### src/rtl/lsu_mem_responder_if.sv
// Data-memory port of the LSU responder: req/gnt/rvalid handshake plus write payload.
// The master side (responder) drives the request; the slave side (RAM / bridge) answers.
interface lsu_mem_responder_if #(
  parameter int ADDR_W = 32,
  parameter int DATA_W = 64
) ();
  logic                mem_req_o;
  logic                mem_we_o;
  logic [ADDR_W-1:0]   mem_addr_o;
  logic [DATA_W-1:0]   mem_wdata_o;
  logic [DATA_W/8-1:0] mem_wstrb_o;
  logic                mem_gnt_i;
  logic                mem_rvalid_i;
  logic [DATA_W-1:0]   mem_rdata_i;

  modport master (
    output mem_req_o, mem_we_o, mem_addr_o, mem_wdata_o, mem_wstrb_o,
    input  mem_gnt_i, mem_rvalid_i, mem_rdata_i
  );

  modport slave (
    input  mem_req_o, mem_we_o, mem_addr_o, mem_wdata_o, mem_wstrb_o,
    output mem_gnt_i, mem_rvalid_i, mem_rdata_i
  );
endinterface

### src/rtl/lsu_mem_responder.sv
// Memory-side end of the FU-register-to-RAM path: one load and/or one store per request.
// Optional watchdog abort per memory phase is enabled by defining RESP_TIMEOUT_EN.
module lsu_mem_responder #(
  parameter int ADDR_W         = 32,
  parameter int DATA_W         = 64,
  parameter int TIMEOUT_CYCLES = 256
) (
  input  logic                   clk,
  input  logic                   reset_n,
  input  logic                   valid_i,
  input  logic [ADDR_W-1:0]      readAddr_i,
  input  logic [ADDR_W-1:0]      writeAddr_i,
  input  logic [DATA_W-1:0]      writeData_i,
  input  logic [DATA_W/16-1:0]   writeMask_i,
  output logic                   ready_o,
  output logic                   dataOk_o,
  output logic [DATA_W-1:0]      readData_o,
  output logic [2:0]             writeState_o,
  output logic                   error_o,
  lsu_mem_responder_if.master    mem
);

  localparam int MASK_W = DATA_W / 16;
  localparam int STRB_W = DATA_W / 8;

  typedef enum logic [2:0] {IDLE, RD_REQ, RD_WAIT, WR_ARM, WR_REQ} state_t;

  state_t              state, state_nxt;
  logic                accept, rd_done, rd_abort, wr_done, wr_abort, timeout;
  logic [ADDR_W-1:0]   rd_addr, wr_addr;
  logic [DATA_W-1:0]   wr_data, rdata_q;
  logic [STRB_W-1:0]   wr_strb;
  logic                st_pend, data_ok_q, wr_done_q, is_wr;

  // Each mask bit covers one 16-bit lane of the data word.
  function automatic logic [STRB_W-1:0] expand_mask(input logic [MASK_W-1:0] m);
    logic [STRB_W-1:0] s;
    s = '0;
    for (int k = 0; k < MASK_W; k++) s[2*k +: 2] = {2{m[k]}};
    return s;
  endfunction

  always_ff @(posedge clk) begin
    if (!reset_n) state <= IDLE;
    else          state <= state_nxt;
  end

  always_comb begin
    state_nxt = state;
    accept    = 1'b0;
    rd_done   = 1'b0;
    rd_abort  = 1'b0;
    wr_done   = 1'b0;
    wr_abort  = 1'b0;
    case (state)
      IDLE: begin
        if (valid_i && (|readAddr_i || |writeAddr_i)) begin
          accept    = 1'b1;
          state_nxt = (|readAddr_i) ? RD_REQ : WR_REQ;
        end
      end
      RD_REQ: begin
        if (mem.mem_gnt_i && mem.mem_rvalid_i) begin
          rd_done   = 1'b1;
          state_nxt = st_pend ? WR_ARM : IDLE;
        end else if (mem.mem_gnt_i) begin
          state_nxt = RD_WAIT;
        end else if (timeout) begin
          rd_abort  = 1'b1;
          state_nxt = IDLE;
        end
      end
      RD_WAIT: begin
        if (mem.mem_rvalid_i) begin
          rd_done   = 1'b1;
          state_nxt = st_pend ? WR_ARM : IDLE;
        end else if (timeout) begin
          rd_abort  = 1'b1;
          state_nxt = IDLE;
        end
      end
      // One idle cycle so the store request follows the dataOk pulse, not overlaps it.
      WR_ARM: state_nxt = WR_REQ;
      WR_REQ: begin
        if (mem.mem_gnt_i) begin
          wr_done   = 1'b1;
          state_nxt = IDLE;
        end else if (timeout) begin
          wr_abort  = 1'b1;
          state_nxt = IDLE;
        end
      end
      default: state_nxt = IDLE;
    endcase
  end

  always_ff @(posedge clk) begin
    if (!reset_n) begin
      rd_addr   <= '0;
      wr_addr   <= '0;
      wr_data   <= '0;
      wr_strb   <= '0;
      st_pend   <= 1'b0;
      rdata_q   <= '0;
      data_ok_q <= 1'b0;
      wr_done_q <= 1'b0;
    end else begin
      data_ok_q <= rd_done | rd_abort;
      wr_done_q <= wr_done | wr_abort;
      if (rd_done)       rdata_q <= mem.mem_rdata_i;
      else if (rd_abort) rdata_q <= '0;
      if (accept) begin
        rd_addr <= readAddr_i;
        wr_addr <= writeAddr_i;
        wr_data <= writeData_i;
        wr_strb <= expand_mask(writeMask_i);
        st_pend <= (|readAddr_i) && (|writeAddr_i);
      end
    end
  end

`ifdef RESP_TIMEOUT_EN
  localparam int CNT_W = ($clog2(TIMEOUT_CYCLES) > 8) ? $clog2(TIMEOUT_CYCLES) : 8;
  logic [CNT_W-1:0] tmo_cnt;
  logic             err_q;

  // Counts cycles spent in the current memory phase; any state change restarts it.
  always_ff @(posedge clk) begin
    if (!reset_n || state_nxt != state)         tmo_cnt <= '0;
    else if (state != IDLE && state != WR_ARM)  tmo_cnt <= tmo_cnt + 1'b1;
  end

  always_ff @(posedge clk) begin
    if (!reset_n) err_q <= 1'b0;
    else          err_q <= rd_abort | wr_abort;
  end

  assign timeout = (state != IDLE) && (tmo_cnt == CNT_W'(TIMEOUT_CYCLES - 1));
  assign error_o = err_q;
`else
  assign timeout = 1'b0;
  assign error_o = 1'b0;
`endif

  assign is_wr            = (state == WR_REQ);
  assign ready_o          = (state == IDLE);
  assign dataOk_o         = data_ok_q;
  assign readData_o       = rdata_q;
  assign writeState_o     = wr_done_q ? 3'b111 : (is_wr ? 3'b001 : 3'b000);
  assign mem.mem_req_o    = (state == RD_REQ) || is_wr;
  assign mem.mem_we_o     = is_wr;
  assign mem.mem_addr_o   = is_wr ? wr_addr : rd_addr;
  assign mem.mem_wdata_o  = wr_data;
  assign mem.mem_wstrb_o  = is_wr ? wr_strb : '0;

endmodule

### src/flat_wrapper.sv
// flat-port wrapper written by rule: the top's interface ports become plain ports
module lsu_mem_responder_flat 
#(
  parameter int ADDR_W         = 32,
  parameter int DATA_W         = 64,
  parameter int TIMEOUT_CYCLES = 256
)
  (clk, reset_n, valid_i, readAddr_i, writeAddr_i, writeData_i, writeMask_i, ready_o, dataOk_o, readData_o, writeState_o, error_o, mem_mem_req_o, mem_mem_we_o, mem_mem_addr_o, mem_mem_wdata_o, mem_mem_wstrb_o, mem_mem_gnt_i, mem_mem_rvalid_i, mem_mem_rdata_i);
  lsu_mem_responder_if #(.ADDR_W(ADDR_W), .DATA_W(DATA_W)) mem_i ();
  input  logic clk;
  input  logic reset_n;
  input  logic valid_i;
  input  logic [ADDR_W-1:0] readAddr_i;
  input  logic [ADDR_W-1:0] writeAddr_i;
  input  logic [DATA_W-1:0] writeData_i;
  input  logic [DATA_W/16-1:0] writeMask_i;
  output logic ready_o;
  output logic dataOk_o;
  output logic [DATA_W-1:0] readData_o;
  output logic [2:0] writeState_o;
  output logic error_o;
  output wire logic [$bits(mem_i.mem_req_o)-1:0] mem_mem_req_o;
  output wire logic [$bits(mem_i.mem_we_o)-1:0] mem_mem_we_o;
  output wire logic [$bits(mem_i.mem_addr_o)-1:0] mem_mem_addr_o;
  output wire logic [$bits(mem_i.mem_wdata_o)-1:0] mem_mem_wdata_o;
  output wire logic [$bits(mem_i.mem_wstrb_o)-1:0] mem_mem_wstrb_o;
  input wire logic [$bits(mem_i.mem_gnt_i)-1:0] mem_mem_gnt_i;
  input wire logic [$bits(mem_i.mem_rvalid_i)-1:0] mem_mem_rvalid_i;
  input wire logic [$bits(mem_i.mem_rdata_i)-1:0] mem_mem_rdata_i;
  assign mem_mem_req_o = mem_i.mem_req_o;
  assign mem_mem_we_o = mem_i.mem_we_o;
  assign mem_mem_addr_o = mem_i.mem_addr_o;
  assign mem_mem_wdata_o = mem_i.mem_wdata_o;
  assign mem_mem_wstrb_o = mem_i.mem_wstrb_o;
  assign mem_i.mem_gnt_i = mem_mem_gnt_i;
  assign mem_i.mem_rvalid_i = mem_mem_rvalid_i;
  assign mem_i.mem_rdata_i = mem_mem_rdata_i;
  lsu_mem_responder #(.ADDR_W(ADDR_W), .DATA_W(DATA_W), .TIMEOUT_CYCLES(TIMEOUT_CYCLES)) u_core (.clk(clk), .reset_n(reset_n), .valid_i(valid_i), .readAddr_i(readAddr_i), .writeAddr_i(writeAddr_i), .writeData_i(writeData_i), .writeMask_i(writeMask_i), .ready_o(ready_o), .dataOk_o(dataOk_o), .readData_o(readData_o), .writeState_o(writeState_o), .error_o(error_o), .mem(mem_i));
endmodule
### config.mk
export PLATFORM = sky130hd
export DESIGN_NAME = lsu_mem_responder_flat
export DESIGN_NICKNAME = d
export VERILOG_FILES = /design/src/rtl/lsu_mem_responder_if.sv /design/src/rtl/lsu_mem_responder.sv /design/src/flat_wrapper.sv
export SDC_FILE = /design/constraint.sdc
export NUM_CORES = 1
export LEC_CHECK = 0
export ABC_AREA = 1
export CORE_AREA = 2 2 148 150
export CTS_CLUSTER_DIAMETER = 60
export DETAILED_ROUTE_END_ITERATION = 8
export DIE_AREA = 0 0 150 152
export PLACE_DENSITY = 0.76
export SETUP_SLACK_MARGIN = 0.4
export SLEW_MARGIN = 0
export SYNTH_ARGS = -nofsm -noshare
export SYNTH_HDL_FRONTEND = slang
export SYNTH_SLANG_ARGS = --single-unit
### constraint.sdc
create_clock -name clk -period 2.4 [get_ports clk]
set_input_delay 0.72 -clock clk [delete_from_list [all_inputs] [get_ports clk]]
set_output_delay 0.72 -clock clk [all_outputs]
set_load 0.03 [all_outputs]
[After elaboration in Yosys (flattened, before gate mapping)]
Cells that the tools add are included.
Word-level totals
  register bits: 205
  input bits: 201
  output and inout bits: 176
Operators by class
  equal/unequal tests: 8
  muxes and demuxes: 19
  reductions and logical operators: 10
Operators by type and width (count)
  $mux W64: 1
  $reduce_or A32 Y1: 2
  $mux W32: 1
  $mux W3: 7
  $pmux W3 S5: 1
  $mux W8: 1
  $eq A3 B2 Y1 const B: 2
  $mux W1: 6
  $ne A2 B2 Y1 const B: 2
  $reduce_and A4 Y1: 1
  $eq A3 B1 Y1 const B: 1
  $eq A3 B3 Y1 const B: 1
  $logic_and A1 B1 Y1: 3
  $logic_not A3 Y1: 1
  $ne A3 B2 Y1 const B: 1
  $logic_or A1 B1 Y1: 2
  $mux W2: 1
  $ne A2 B1 Y1 const B: 1
  $pmux W1 S2: 1
  $reduce_and A2 Y1: 1

[Depth between registers and ports, before layout]
Gate-level depths: netlist (run 1).
  depth in word-level cells: 5
  mapped depth: 11
  depth with buffers taken out: 11

[Worst setup path after synthesis (run 1)]
OpenSTA, ideal clock, no wires.
  path kind: flip-flop to output port
  start point: register u_core.state[0]
  end point: output port mem_mem_wstrb_o[1]
  arrival time: 1.490 ns
  data required time: 1.680 ns
  path slack: 0.190 ns
  stages on the path, launching flop included: 6
  path buffers: 2
  cell sequence: dfxtp_1 > nor2_1 > nand2_1 > clkbuf_1 > nor2_1 > buf_4
On the way
  cells in the longest elaborated chain, start to end: 2
Ends and longest elaborated chain
  start, declared: RTL line lsu_mem_responder.sv:28  | state_t state, state_nxt;
  start signal, assigned: RTL line lsu_mem_responder.sv:45  | else state <= state_nxt;
  $eq A3 B3 Y1: RTL line lsu_mem_responder.sv:145  | assign is_wr = (state == WR_REQ);
  $mux W8: RTL line lsu_mem_responder.sv:154  | assign mem.mem_wstrb_o = is_wr ? wr_strb : '0;
  end, declared: RTL line flat_wrapper.sv:26  | output wire logic [$bits(mem_i.mem_wstrb_o)-1:0] mem_mem_wstrb_o;
Every way passes these cells.

[Worst setup path after layout (run 1)]
  start point: register u_core.state[0]
  end point: output port mem_mem_addr_o[21]
On the way
  cells in the longest elaborated chain, start to end: 2
Ends and longest elaborated chain
  $eq A3 B3 Y1: RTL line lsu_mem_responder.sv:145
  $mux W32: RTL line lsu_mem_responder.sv:152  | assign mem.mem_addr_o = is_wr ? wr_addr : rd_addr;
  end, declared: RTL line flat_wrapper.sv:24  | output wire logic [$bits(mem_i.mem_addr_o)-1:0] mem_mem_addr_o;
Every way passes these cells.

==> results of run 1 <==
==> cell families (layout without fill, tap and decap cells) <==
logic type | count (synthesis) | in the layout
simple gates | 592 | 593
flops | 202 | 202
compound gates | 200 | 200
buf+inv | 146 | 554
other cells | 1 | 8
==> power by group <==
| group | internal [W] | switching (W) |
|---|---|---|
| logic | 0.00272 | 0.00409 |
| clock network | 0.00193 | 0.00142 |
| registers | 0.00411 | 0.000357 |
| total | 0.00876 | 0.00586 |
==> worst paths after layout <==
path	startpoint	end	slack, ns	cells past startpoint
worst max-delay path	u_core.state[0]	mem_mem_addr_o[21]	-0.05	5
worst min-delay path	u_core.mem.mem_wdata_o[42]	u_core.mem.mem_wdata_o[42]	0.46	2
worst max register to register	u_core.state[0]	u_core.wr_addr[20]	0.47	12
worst min register to register	u_core.mem.mem_wdata_o[42]	u_core.mem.mem_wdata_o[42]	0.46	2
==> critical path, cell delays in order (launching register included) <==
cell,delay [ns]
dfxtp_4,0.36
nor2_4,0.17
nand2_8,0.11
buf_16,0.20
o21ai_1,0.17
buf_4,0.20
==> sequential cells by signal (all words and copies together), names as in the netlist <==
register                flops
u_core.dataOk_o             1
u_core.wr_addr             32
u_core.rd_addr             32
u_core.readData_o          64
u_core.st_pend              1
u_core.wr_done_q            1
u_core.state                3
u_core.mem.mem_wdata_o     64
u_core.wr_strb              4
==> cell usage in the layout, fill, tap and decap left out, drive strengths merged <==
cell,instances
nor2,253
nand2,232
dfxtp,202
clkdlybuf4s50,134
buf,131
a21oi,102
o21ai,97
nand4,96
clkdlybuf4s15,67
dlygate4sd2,61
clkbuf,61
inv,47
dlymetal6s2s,42
clkinv,8
diode,7
nand3,6
nor3,4
bufbuf,2
or2,1
a32oi,1
nand3b,1
conb,1
clkinvlp,1
==> metal layers <==
metal / global-route usage (%) / share of wire, %
met4: 9.61 / 4.0
met2: 42.1 / 49
met3: 7.51 / 9.3
met1: 29.7 / 38
met5: 0 / 0.052
==> synthesized netlist by cell type <==
master and number:
a21oi_1 102, a32oi_1 1, buf_1 11, buf_2 9
buf_4 11, buf_6 9, clkbuf_1 58, conb_1 1
dfxtp_1 202, inv_1 47, inv_2 1, nand2_1 231
nand2_2 1, nand3_1 4, nand3_2 1, nand3b_1 1
nand4_1 96, nor2_1 252, nor2_2 1, nor3_1 4
o21ai_0 97, or2_2 1
==> layout make-up <==
class / instances / share of cell area (%)
inverter: 48 / 1.40
clock inverter: 8 / 0.444
antenna: 7 / 0.127
sequential: 202 / 29.3
multi-input combinational: 794 / 27.0
timing repair buffer: 465 / 34.3
tap: 280 / 2.54
clock buffer: 33 / 4.80
==> what timing repair did <==
item / in CTS / in global routing
buffers inserted: 8 / 10
endpoints found under the setup margin: 307 / 254
pin swaps: 21 / 41
resized for setup: 265 / 193
cloned: 6 / 4
==> through the flow <==
stage               setup WS [ns]  power [W]  area [um^2]
CTS                       0.00889     0.0140        13300
global placement           -0.179     0.0102        12400
floorplan                   0.209    0.00807         8240
detailed placement         -0.218     0.0103        12400
finish                    -0.0466     0.0146        13800
global route              -0.0805     0.0154        13800
==> out/results.txt, run 1 <==
Synth Cell Area = 0.00821 mm^2
vias post-DR = 9366
number of setup violations in the final report = 2
status = complete, but fails checks
CTS clk-pin slew, worst paths = 0.06 ns
setup_tns = -0.0544 ns
final worst-path cycle share = 102%
Worst Hold Slack = 0.455 ns
first-pass GRT wire length = 46.5 mm
Die Span Y = 152 um
CTS tree = done
RSZ-0062 raised after global routing = true
Slew @ Worst Pin = 0.502 ns
post-synthesis cell count = 1141
Routability Congestion = 0.810
Post-Synth Simple-Gate Area = 30.3%
placed wire-length estimate = 19.7 mm
Initial DRT Pass Iterations = 7
post-synthesis sequential area ratio = 49.3%
final cell utilization of the core = 64.7%
routed length per instance = 16.8 um
Compound-Gate Fraction of Synth Area = 12.2%
die area = 0.0228 mm^2
Synth Area in XOR/XNOR = 0%
DRT iter0 DRCs = 570
row cnt = 54
clk_lat worst skew = 0.51 ns
worst-case clock buffer depth = 3
GR Util All Layers = 25.0%
fmax = 409 MHz
violated checks = negative setup slack
Worst Setup End Kind = output port
Max FO, Critical Path = 17
Placed Instances = 1761
# DRC = 0
Max Slew Vio Count = 0
H-tree depth = 1
hold_buf cts = 0
Leak = 6.39 nW
area share of the largest cell type after synthesis = 49.3%
ranking of synthesized cells by area = dfxtp_1 49%, nor2_1 12%, nand2_1 11%
Initial Util = 38.5%
VDD IR max = 573 uV
core area = 0.0214 mm^2
vias in the first global route = 9016
post-route insts no fill = 1837
Crit Path Class = reg -> out
initial antenna violation count = 7
vias per inst = 5.10
Max Cap Viol = 0
clk_skew = 0.0139 ns
fillers = 1767
I/O pins = 377
Routed Antenna Nets = 0
cell taking the most area after synthesis = dfxtp_1
largest family of logic cells by synthesized area = simple AND/OR/NAND/NOR gates
CTS Buf Count = 23
layout cells sized above 1 = 17.2%
Synth Area in Adders = 0%
Clock Sinks = 202
syn_nets = 1342
crit path DAT = 1.73 ns
worst setup margin = -0.0466 ns
count of final hold-check violations = 0
Min-Delay Path Class = reg -> reg
register bit total from synthesis = 202
CTS root buf = clkbuf_16
Die Width = 150 um
Slew HR = 66.5%
mux share of post-synthesis cell area = 0%
WP data required = 1.68 ns
nets = 1735
multi-input logic area = 0.00373 mm^2
crit path time final = 2.45 ns
largest net degree at the start of global routing = 65
FF+latch area = 0.00405 mm^2
Routed WL = 30.9 mm
grt ovf = 0
total number of yosys warnings = 0
Pwr Density = 1060 mW/mm^2
Post-Syn Area per Cell = 7.20 um^2
Yosys cell types = 22
I/O Buffers = 375
Layout area overhead = 68.2%
Worst Setup Start Kind = flip-flop
Power figures use the tool's default switching activity.
==> run 2: changes to the inputs <==
--- a/config.mk
+++ b/config.mk
@@ -10,7 +10,7 @@
 export CTS_CLUSTER_DIAMETER = 60
 export DETAILED_ROUTE_END_ITERATION = 8
 export DIE_AREA = 0 0 150 152
-export PLACE_DENSITY = 0.76
+export PLACE_DENSITY = 0.85
 export SETUP_SLACK_MARGIN = 0.4
 export SLEW_MARGIN = 0
 export SYNTH_ARGS = -nofsm -noshare
==> out/results.txt, run 2 (synthesis gave the netlist of run 1 again) <==
Initial DRT Pass Iterations = 5 (was 7)
Slew HR = 58.1% (was 66.5%)
crit path from = u_core.state[0] (unchanged)
vias per inst = 5.28 (was 5.10)
Comb power frac = 45.5% (was 46.5%)
clk_lat worst skew = 0.51 ns (about the same)
fmax = 406 MHz (was 409 MHz)
placed wire-length estimate = 19.7 mm (about the same)
RSZ-0062 raised after global routing = true (unchanged)
CTS Buf Count = 22 (was 23)
Die Span Y = 152 um (unchanged)
Net Sw Power = 0.00611 W (was 0.00586 W)
Placed Instances = 1756 (was 1761)
register share of total power = 29.0% (was 30.5%)
die area = 0.0228 mm^2 (unchanged)
commonest non-fill, non-tap cell in the layout = nor2_1 (unchanged)
Min-Delay Startpoint = u_core.mem.mem_wdata_o[15] (was u_core.mem.mem_wdata_o[42])
count of final hold-check violations = 0 (unchanged)
Worst Setup End Kind = output port (unchanged)
Die Width = 150 um (unchanged)
critical path's slowest cell = dfxtp_4 (unchanged)
initial antenna violation count = 6 (was 7)
Initial Util = 38.5% (unchanged)
Pwr Density = 1090 mW/mm^2 (was 1060 mW/mm^2)
DRT iter0 DRCs = 700 (was 570)
CTS root buf = clkbuf_16 (unchanged)
Crit Path Class = reg -> out (unchanged)
internal power = 0.00943 W (was 0.00876 W)
vias post-DR = 9640 (was 9366)
violated checks = negative setup slack (unchanged)
CTS tree = done (unchanged)
crit path time final = 2.46 ns (was 2.45 ns)
first-pass GRT wire length = 48.8 mm (was 46.5 mm)
commonest non-fill, non-tap cells in the layout = 234 x nor2_1, 199 x dfxtp_1, 195 x nand2_1, 134 x clkdlybuf4s50_1, 101 x a21oi_1 (was 238 x nor2_1, 220 x nand2_1, 199 x dfxtp_1, 134 x clkdlybuf4s50_1, 101 x a21oi_1)
I/O Buffers = 375 (unchanged)
Max Slew Vio Count = 0 (unchanged)
clk_skew = 0.0186 ns (was 0.0139 ns)
Leak = 6.58 nW (was 6.39 nW)
final worst-path cycle share = 103% (was 102%)
grt ovf = 0 (unchanged)
VDD IR max = 740 uV (was 573 uV)
I/O pins = 377 (unchanged)
sw frac = 39.3% (was 40.1%)
row cnt = 54 (unchanged)
Worst Setup Start Kind = flip-flop (unchanged)
Slew @ Worst Pin = 0.629 ns (was 0.502 ns)
vias in the first global route = 9478 (was 9016)
core area = 0.0214 mm^2 (unchanged)
post-route insts no fill = 1825 (was 1837)
hold_buf cts = 0 (unchanged)
Max Cap Viol = 0 (unchanged)
worst path cell trace = nor2_4 > nand2_4 > buf_12 > clkbuf_16 > o21ai_2 > buf_6 (was nor2_4 > nand2_8 > buf_16 > o21ai_1 > buf_4)
H-tree depth = 1 (unchanged)
layout cells sized above 1 = 18.2% (was 17.2%)
Layout area overhead = 73.1% (was 68.2%)
pre-CTS setup slack = -0.273 ns (was -0.218 ns)
Routed Antenna Nets = 0 (unchanged)
crit path DAT = 1.74 ns (was 1.73 ns)
Design Power = 0.0155 W (was 0.0146 W)
Post-Place Cell Area = 0.0123 mm^2 (was 0.0124 mm^2)
status = complete, but fails checks (unchanged)
GR Util All Layers = 26.2% (was 25.0%)
critical path's largest stage delay = 0.36 ns (about the same)
routed length per instance = 18.0 um (was 16.8 um)
Routability Congestion = 0.819 (was 0.810)
Clock Sinks = 202 (unchanged)
worst-case clock buffer depth = 3 (unchanged)
worst setup margin = -0.0643 ns (was -0.0466 ns)
Routed WL = 32.8 mm (was 30.9 mm)
Clk pwr share = 25.5% (was 22.9%)
# DRC = 0 (unchanged)
WP data required = 1.68 ns (about the same)
largest net degree at the start of global routing = 66 (was 65)
setup_tns = -1.08 ns (was -0.0544 ns)
Max FO, Critical Path = 9 (was 17)
number of setup violations in the final report = 37 (was 2)
worst r2r src = u_core.state[0] (unchanged)
Min-Delay Path Class = reg -> reg (unchanged)
CTS clk-pin slew, worst paths = 0.06 ns (about the same)
nets = 1725 (was 1735)
fin area = 0.0142 mm^2 (was 0.0138 mm^2)
[run 2: changes by cell type in the layout (fill, tap and decap cells not counted), sizes merged]
cell / change
dlygate4sd2: +34
clkbuf: -24
clkdlybuf4s15: -17
buf: -8
bufinv: +7
clkinvlp: -1
diode: -1
dlymetal6s2s: -1
nand3: -1
[run 2: repair_timing]
item / in CTS / in global routing
setup buffers: 12 / 3
resized for setup: 326 / 154
endpoints found under the setup margin: 307 / 224
pin swaps: 20 / 45
gates cloned: 6 / 3
[run 2: power groups by stage]
stage | sequential, W | combinational, W | clock, W
after floorplan | 0.00531 | 0.00276 | 0
after global placement | 0.00447 | 0.00575 | 0
after detailed placement | 0.00450 | 0.00583 | 0
after CTS | 0.00446 | 0.00655 | 0.00399
after global routing | 0.00456 | 0.00752 | 0.00414
final | 0.00450 | 0.00707 | 0.00396
[run 2: through the flow]
step           util (%)  hold WS [ns]
2_1_floorplan         -         0.439
3_5_place_dp       57.7         0.453
5_1_grt            66.5         0.474
3_3_place_gp       57.7         0.447
4_1_cts            64.3         0.458
6_report           66.5         0.455
[run 2: path summary, 6_finish.rpt]
| check | slack (ns) | endpoint | cells after the start |
|---|---|---|---|
| worst max-delay path | -0.06 | mem_mem_addr_o[16] | 6 |
| worst min-delay path | 0.46 | u_core.mem.mem_wdata_o[15] | 2 |
| worst max register to register | 0.48 | u_core.mem.mem_wdata_o[45] | 13 |
| worst min register to register | 0.46 | u_core.mem.mem_wdata_o[15] | 2 |
[run 2: per-layer routing]
metal | GRT usage (%) | part of all wire, % | up-vias
met5 | 0 | 0.040 | -
met2 | 45.0 | 50 | 494
met4 | 11.4 | 4.4 | 2
met1 | 30.5 | 36 | 4533
met3 | 6.94 | 9.3 | 114
li1 | - | - | 4497
[run 2: final cells by class]
| type | count | area (um^2) |
|---|---|---|
| Timing Repair Buffer | 457 | 4780 |
| Sequential cell | 202 | 4050 |
| Clock inverter | 14 | 249 |
| Inverter | 48 | 184 |
| Fill cell | 1595 | 7140 |
| Multi-Input combinational cell | 793 | 3980 |
| Antenna cell | 6 | 15.0 |
| Tap cell | 280 | 350 |
| Clock buffer | 25 | 593 |
[run 2: critical path, delay by kind of cell, from the launching register on]
kind | cells | cell delay [ns]
AO/OA/AOI/OAI | 1 | 0.16
flip-flops | 1 | 0.36
buffers and inverters | 3 | 0.48
AND/OR/NAND/NOR | 2 | 0.23
